[src/rtl/i2c_target.sv]
// i2c_target: I2C target that ACKs its 7-bit address, receives write bytes and serves read bytes
module i2c_target #(
  parameter logic [6:0] SLAVE_ADDR  = 7'h50,
  parameter int         SYNC_STAGES = 2
) (
  input  logic       core_clk,
  input  logic       rst_n,
  input  logic       scl_in,
  input  logic       sda_in,
  output logic       sda_out,
  output logic [7:0] rx_data,
  output logic       rx_valid,
  output logic       tx_req,
  input  logic [7:0] tx_data,
  output logic       busy
);
  typedef enum logic [2:0] {IDLE, ADDR, ADDR_ACK, RX_DATA, RX_ACK, TX_DATA, TX_ACK, WAIT} state_t;
  state_t                 r_state;
  logic [SYNC_STAGES-1:0] r_scl_sync, r_sda_sync;
  logic                   r_scl_p, r_sda_p;
  logic [2:0]             r_cnt;
  logic [7:0]             r_shift;
  logic                   r_full, r_rw, r_nack, r_sda;
  logic [7:0]             r_rx_data;
  logic                   r_rx_valid, r_tx_req;
  logic                   w_scl_s, w_sda_s, w_rise, w_fall, w_start, w_stop;
  logic [2:0]             w_cnt_dec;
  assign w_scl_s   = r_scl_sync[SYNC_STAGES-1];
  assign w_sda_s   = r_sda_sync[SYNC_STAGES-1];
  assign w_rise    = w_scl_s & ~r_scl_p;
  assign w_fall    = ~w_scl_s & r_scl_p;
  assign w_start   = w_scl_s & r_sda_p & ~w_sda_s;
  assign w_stop    = w_scl_s & ~r_sda_p & w_sda_s;
  assign w_cnt_dec = (r_cnt == 3'd0) ? 3'd0 : r_cnt - 3'd1;
  assign sda_out   = r_sda;
  assign rx_data   = r_rx_data;
  assign rx_valid  = r_rx_valid;
  assign tx_req    = r_tx_req;
  assign busy      = (r_state != IDLE);
  // Synchronize the pins and keep their previous levels for edge detection (idle bus reads high)
  always_ff @(posedge core_clk or negedge rst_n) begin
    if (!rst_n) begin
      r_scl_sync <= '1;
      r_sda_sync <= '1;
      r_scl_p    <= 1'b1;
      r_sda_p    <= 1'b1;
    end else begin
      r_scl_sync <= {r_scl_sync[SYNC_STAGES-2:0], scl_in};
      r_sda_sync <= {r_sda_sync[SYNC_STAGES-2:0], sda_in};
      r_scl_p    <= w_scl_s;
      r_sda_p    <= w_sda_s;
    end
  end
  // Protocol FSM: sample on SCL rise, drive SDA on SCL fall; START/STOP override everything
  always_ff @(posedge core_clk or negedge rst_n) begin
    if (!rst_n) begin
      r_state    <= IDLE;
      r_cnt      <= 3'd7;
      r_shift    <= 8'h00;
      r_full     <= 1'b0;
      r_rw       <= 1'b0;
      r_nack     <= 1'b0;
      r_sda      <= 1'b1;
      r_rx_data  <= 8'h00;
      r_rx_valid <= 1'b0;
      r_tx_req   <= 1'b0;
    end else begin
      r_rx_valid <= 1'b0;
      r_tx_req   <= 1'b0;
      if (w_start) begin
        r_state <= ADDR;
        r_cnt   <= 3'd7;
        r_full  <= 1'b0;
        r_sda   <= 1'b1;
      end else if (w_stop) begin
        r_state <= IDLE;
        r_full  <= 1'b0;
        r_sda   <= 1'b1;
      end else begin
        case (r_state)
          ADDR, RX_DATA: begin
            if (w_rise) begin
              r_shift <= {r_shift[6:0], w_sda_s};
              r_cnt   <= w_cnt_dec;
              r_full  <= (r_cnt == 3'd0);
            end else if (w_fall && r_full) begin
              r_full <= 1'b0;
              r_cnt  <= 3'd7;
              if (r_state == RX_DATA) begin
                r_rx_data  <= r_shift;
                r_rx_valid <= 1'b1;
                r_sda      <= 1'b0;
                r_state    <= RX_ACK;
              end else if (r_shift[7:1] == SLAVE_ADDR) begin
                r_sda   <= 1'b0;
                r_rw    <= r_shift[0];
                r_state <= ADDR_ACK;
              end else begin
                r_state <= WAIT;
              end
            end
          end
          ADDR_ACK: begin
            if (w_rise) begin
              r_tx_req <= r_rw;
            end else if (w_fall) begin
              r_cnt   <= 3'd7;
              r_shift <= r_rw ? tx_data : r_shift;
              r_sda   <= r_rw ? tx_data[7] : 1'b1;
              r_state <= r_rw ? TX_DATA : RX_DATA;
            end
          end
          RX_ACK: begin
            if (w_fall) begin
              r_sda   <= 1'b1;
              r_cnt   <= 3'd7;
              r_state <= RX_DATA;
            end
          end
          TX_DATA: begin
            if (w_rise) begin
              r_cnt  <= w_cnt_dec;
              r_full <= (r_cnt == 3'd0);
            end else if (w_fall && r_full) begin
              r_full  <= 1'b0;
              r_sda   <= 1'b1;
              r_state <= TX_ACK;
            end else if (w_fall) begin
              r_shift <= {r_shift[6:0], 1'b0};
              r_sda   <= r_shift[6];
            end
          end
          TX_ACK: begin
            if (w_rise) begin
              r_nack   <= w_sda_s;
              r_tx_req <= ~w_sda_s;
            end else if (w_fall && r_nack) begin
              r_state <= WAIT;
            end else if (w_fall) begin
              r_shift <= tx_data;
              r_sda   <= tx_data[7];
              r_cnt   <= 3'd7;
              r_state <= TX_DATA;
            end
          end
          default: ;
        endcase
      end
    end
  end
endmodule

[config.mk]
export PLATFORM = sky130hd
export DESIGN_NAME = i2c_target
export DESIGN_NICKNAME = d
export VERILOG_FILES = /design/src/rtl/i2c_target.sv
export SDC_FILE = /design/constraint.sdc
export NUM_CORES = 1
export LEC_CHECK = 0
export ABC_AREA = 1
export CORE_MARGIN = 4
export CORE_UTILIZATION = 30
export CTS_BUF_LIST = sky130_fd_sc_hd__clkbuf_8 sky130_fd_sc_hd__clkbuf_16
export DETAILED_ROUTE_END_ITERATION = 10
export HOLD_SLACK_MARGIN = 0.03
export MAX_ROUTING_LAYER = met4
export PLACE_DENSITY_LB_ADDON = 0.1
export SLEW_MARGIN = 20
export SYNTH_ARGS = -nofsm -noshare
export SYNTH_HDL_FRONTEND = slang
export SYNTH_SLANG_ARGS = --single-unit
[constraint.sdc]
create_clock -name core_clk -period 2.1 [get_ports core_clk]
set_clock_uncertainty 0.1 [all_clocks]
set_input_delay 0.315 -clock core_clk [delete_from_list [all_inputs] [get_ports core_clk]]
set_output_delay 0.315 -clock core_clk [all_outputs]
set_load 0.01 [all_outputs]
==> metrics.md <==
| Metric | Value |
|---|---|
| Status | `complete, no violations` |
| CTS tree | `built` |
| Drt pass-1 iters | `4` |
| Initial antenna violation count | `0` |
| Final Max Tran Viols | `0` |
| GRT Util Overall | `0.1384` |
| Final ANT Viol Nets | `0` |
| Clk pwr share | `0.152` |
| Endpoints failing setup | `0` |
| Antenna Cells | `0` |
| Vias post-DR | `~1700` |
| Max-slew headroom | `0.6967` |
| Min cycle time layout | `1.967 ns` |
| Leak | `1.158 nW` |
| Die height | `87.36 um` |
| Die width | `87.36 um` |
| CTS Buf Count | `5` |
| Starting density of the core | `0.3135` |
| Seq/Total Area, Yosys | `0.4570` |
| Final Wtd Congestion | `roughly 0.92` |
| Net Count, Synth | `270` |
| Cell Int Power | `1.639 mW` |
| Switching share of total power | `0.4573` |
| Layout area overhead | `24.57%` |
| Starting DRT DRC Count | `roughly 140` |
| Fmax | `508.4 MHz` |
| Syn Inst Count | `around 260` |
| GRT overflow | `0` |
| Reg power frac | `0.342` |
| Netlist cell types | `25` |
| Gate power share | `0.505` |
| DP HPWL | `3572 um` |
| Fraction of layout instances using a drive strength above 1 | `0.1741` |
| Cell family with most CP delay | `flip-flops` |
| Final WL | `approximately 4700 um` |
| # IOs | `24` |
| Hold Buf Count CTS | `0` |
| Fin crit share | `0.9366` |
| Post-CTS Repair Setup Buffers | `0` |
| Register area | `864.6 um2` |
| Placed cell count | `360` |
| Multi-input logic area | `~890 um2` |
| RSZ-0062 raised after global routing | `no` |
| Worst IR Drop VDD | `0.0004448 V` |
| Final Instance Count excl. Fillers | `~370` |
| Buf+Inv Stages, Crit Path | `1` |
| Hold Crit Class | `flip-flop to flip-flop` |
| Fin nets | `306` |
| Syn Std Cell Area | `approximately 0.0019 mm2` |
| Clk slew on worst S/H paths | `0.07 ns` |
| Hold violation count in the final report | `0` |
| Max FO, Critical Path | `7` |
| Latest clock arrival within the worst-skew pair | `around 0.28 ns` |
| CP max-delay cell | `dfrtp_1` |
| Vias in the first global route | `between 1500 and 2000` |
| DIE AREA | `about 0.0076 mm2` |
| Max-Cap Viols | `0` |
| Vias per std cell | `approximately 4.6` |
| Psw | `1.381 mW` |
| DR DRC count | `0` |
| Tot Pwr | `3.019 mW` |
| First-pass GRT wire length | `7955 um` |
| Core ar. | `0.006026 mm2` |
| Slew @ Worst Pin | `0.4535 ns` |
| Row cnt | `28` |
| CTS resizes | `0` |
| Crit end category | `primary output` |
| # clock sinks | `34` |
| Register bit count reported by yosys | `34` |
| Longest Clk Path Bufs | `2` |
| PD cells | `1283 mW/mm2` |
| WL per Instance | `around 13 um` |
| FILL cells | `about 650` |
| Worst Setup Start Kind | `flip-flop` |
| Root Driver | `clkbuf_8` |
| CP Class | `flip-flop to primary output` |
| H-tree depth | `2` |
| Setup TNS | `0 ns` |
| Synth Area per Inst | `around 7.4 um2` |
| Yosys warnings | `0` |
| Largest stage delay, worst path | `0.55 ns` |
| Worst-path cell chain | `nor2_2, nand2_1, clkdlybuf4s50_1` |
| Critical Path RT | `1.68 ns` |
| Largest net degree at the start of global routing | `35` |
| I/O Buffers | `23` |
| CP Data Arrival Time | `between 1.5 and 2 ns` |
==> kinds of logic after synthesis <==
logic type,Yosys count,synth area share
adders and majority gates,2,0.01324
AOI/OAI and AO/OA,37,0.1073
and+or+nand+nor,147,0.3490
buffers and inverters,36,0.07350
DFF,34,0.4570
==> cell type report <==
| cell class | instances | share of cell area |
|---|---|---|
| clock buffer | 5 | 0.02924 |
| clock inverter | 3 | 0.006380 |
| inverter | 33 | 0.05263 |
| multi-input combinational | 186 | 0.3780 |
| sequential | 34 | 0.3674 |
| tap | 75 | 0.03987 |
| timing repair buffer | 32 | 0.1265 |
==> path summary, 6_finish.rpt <==
check	startpoint	end	slack, ns	cells after the start
hold / removal	r_scl_sync[0]	r_scl_sync[1]	0.26	0
min in group asynchronous	rst_n	r_rw	0.34	2
max in group asynchronous	rst_n	r_scl_sync[0]	1.21	2
hold reg to reg	r_scl_sync[0]	r_scl_sync[1]	0.26	0
setup reg to reg	r_state[0]	r_shift[3]	0.21	9
setup / recovery	r_state[1]	busy	0.13	3
==> layer usage <==
| metal | vias up | wire [um] | GRT usage |
|---|---|---|---|
| met5 | - | 0 | - |
| met4 | 0 | 65 | 0.04881 |
| met3 | 4 | 220 | 0.03217 |
| met2 | 48 | 2108 | 0.2021 |
| met1 | 762 | 2270 | 0.1871 |
| li1 | 890 | - | - |
==> layout by cell type, fill, tap and decap left out, types with 2 or more instances in the layout <==
cell and instances:
buf_4 9, clkbuf_8 5, clkdlybuf4s50_1 23, dfrtp_1 23
dfstp_2 10, ha_1 2, inv_1 22, inv_2 12
nand2_1 78, nand2_4 2, nand3_1 27, nand3_2 4
nand4_1 2, nor2_1 27, nor2_2 4, o21ai_0 15
o21ai_1 14, o22ai_1 2, o31ai_1 2
==> registers in the layout (all words and copies together), names as in the netlist <==
register / flops
r_shift: 8
rx_data: 8
r_cnt: 3
r_state: 3
r_scl_sync: 2
r_sda_sync: 2
r_full: 1
r_nack: 1
r_rw: 1
r_scl_p: 1
r_sda_p: 1
rx_valid: 1
sda_out: 1
tx_req: 1
==> power by group through the flow <==
stage	Clock, mW	Sequential (mW)	Combinational [mW]
2_1_floorplan	0	0.985	1.15
3_3_place_gp	0	1.04	1.55
3_5_place_dp	0	1.04	1.54
4_1_cts	0.484	1.03	1.54
5_1_grt	0.516	1.06	1.75
6_report	0.460	1.03	1.53
==> synthesized netlist by cell type, drive strengths merged <==
cell	number	share of area
nand2	80	0.17
inv	32	0.064
nor2	32	0.072
nand3	31	0.093
o21ai	29	0.077
dfrtp	24	0.32
dfstp	10	0.14
buf	3	0.0079
a21oi	2	0.0073
ha	2	0.013
nand4	2	0.0066
nor3	2	0.011
o22ai	2	0.0066
o31ai	2	0.0079
a2111oi	1	0.0046
clkinv	1	0.0020
o211ai	1	0.0040
==> metrics by stage <==
stage / cell area, um2 / hold WS [ns] / setup WS, ns / util
2_1_floorplan: 1889 / -0.08059 / 0.4164 / -
3_3_place_gp: 2266 / 0.2460 / 0.2223 / 0.3760
3_5_place_dp: 2266 / 0.2475 / 0.2225 / 0.3760
4_1_cts: 2350 / 0.2576 / 0.06326 / 0.3900
5_1_grt: 2354 / 0.2609 / 0.02683 / 0.3906
6_report: 2354 / 0.2560 / 0.1331 / 0.3906
(Power assumes the default switching activity.)
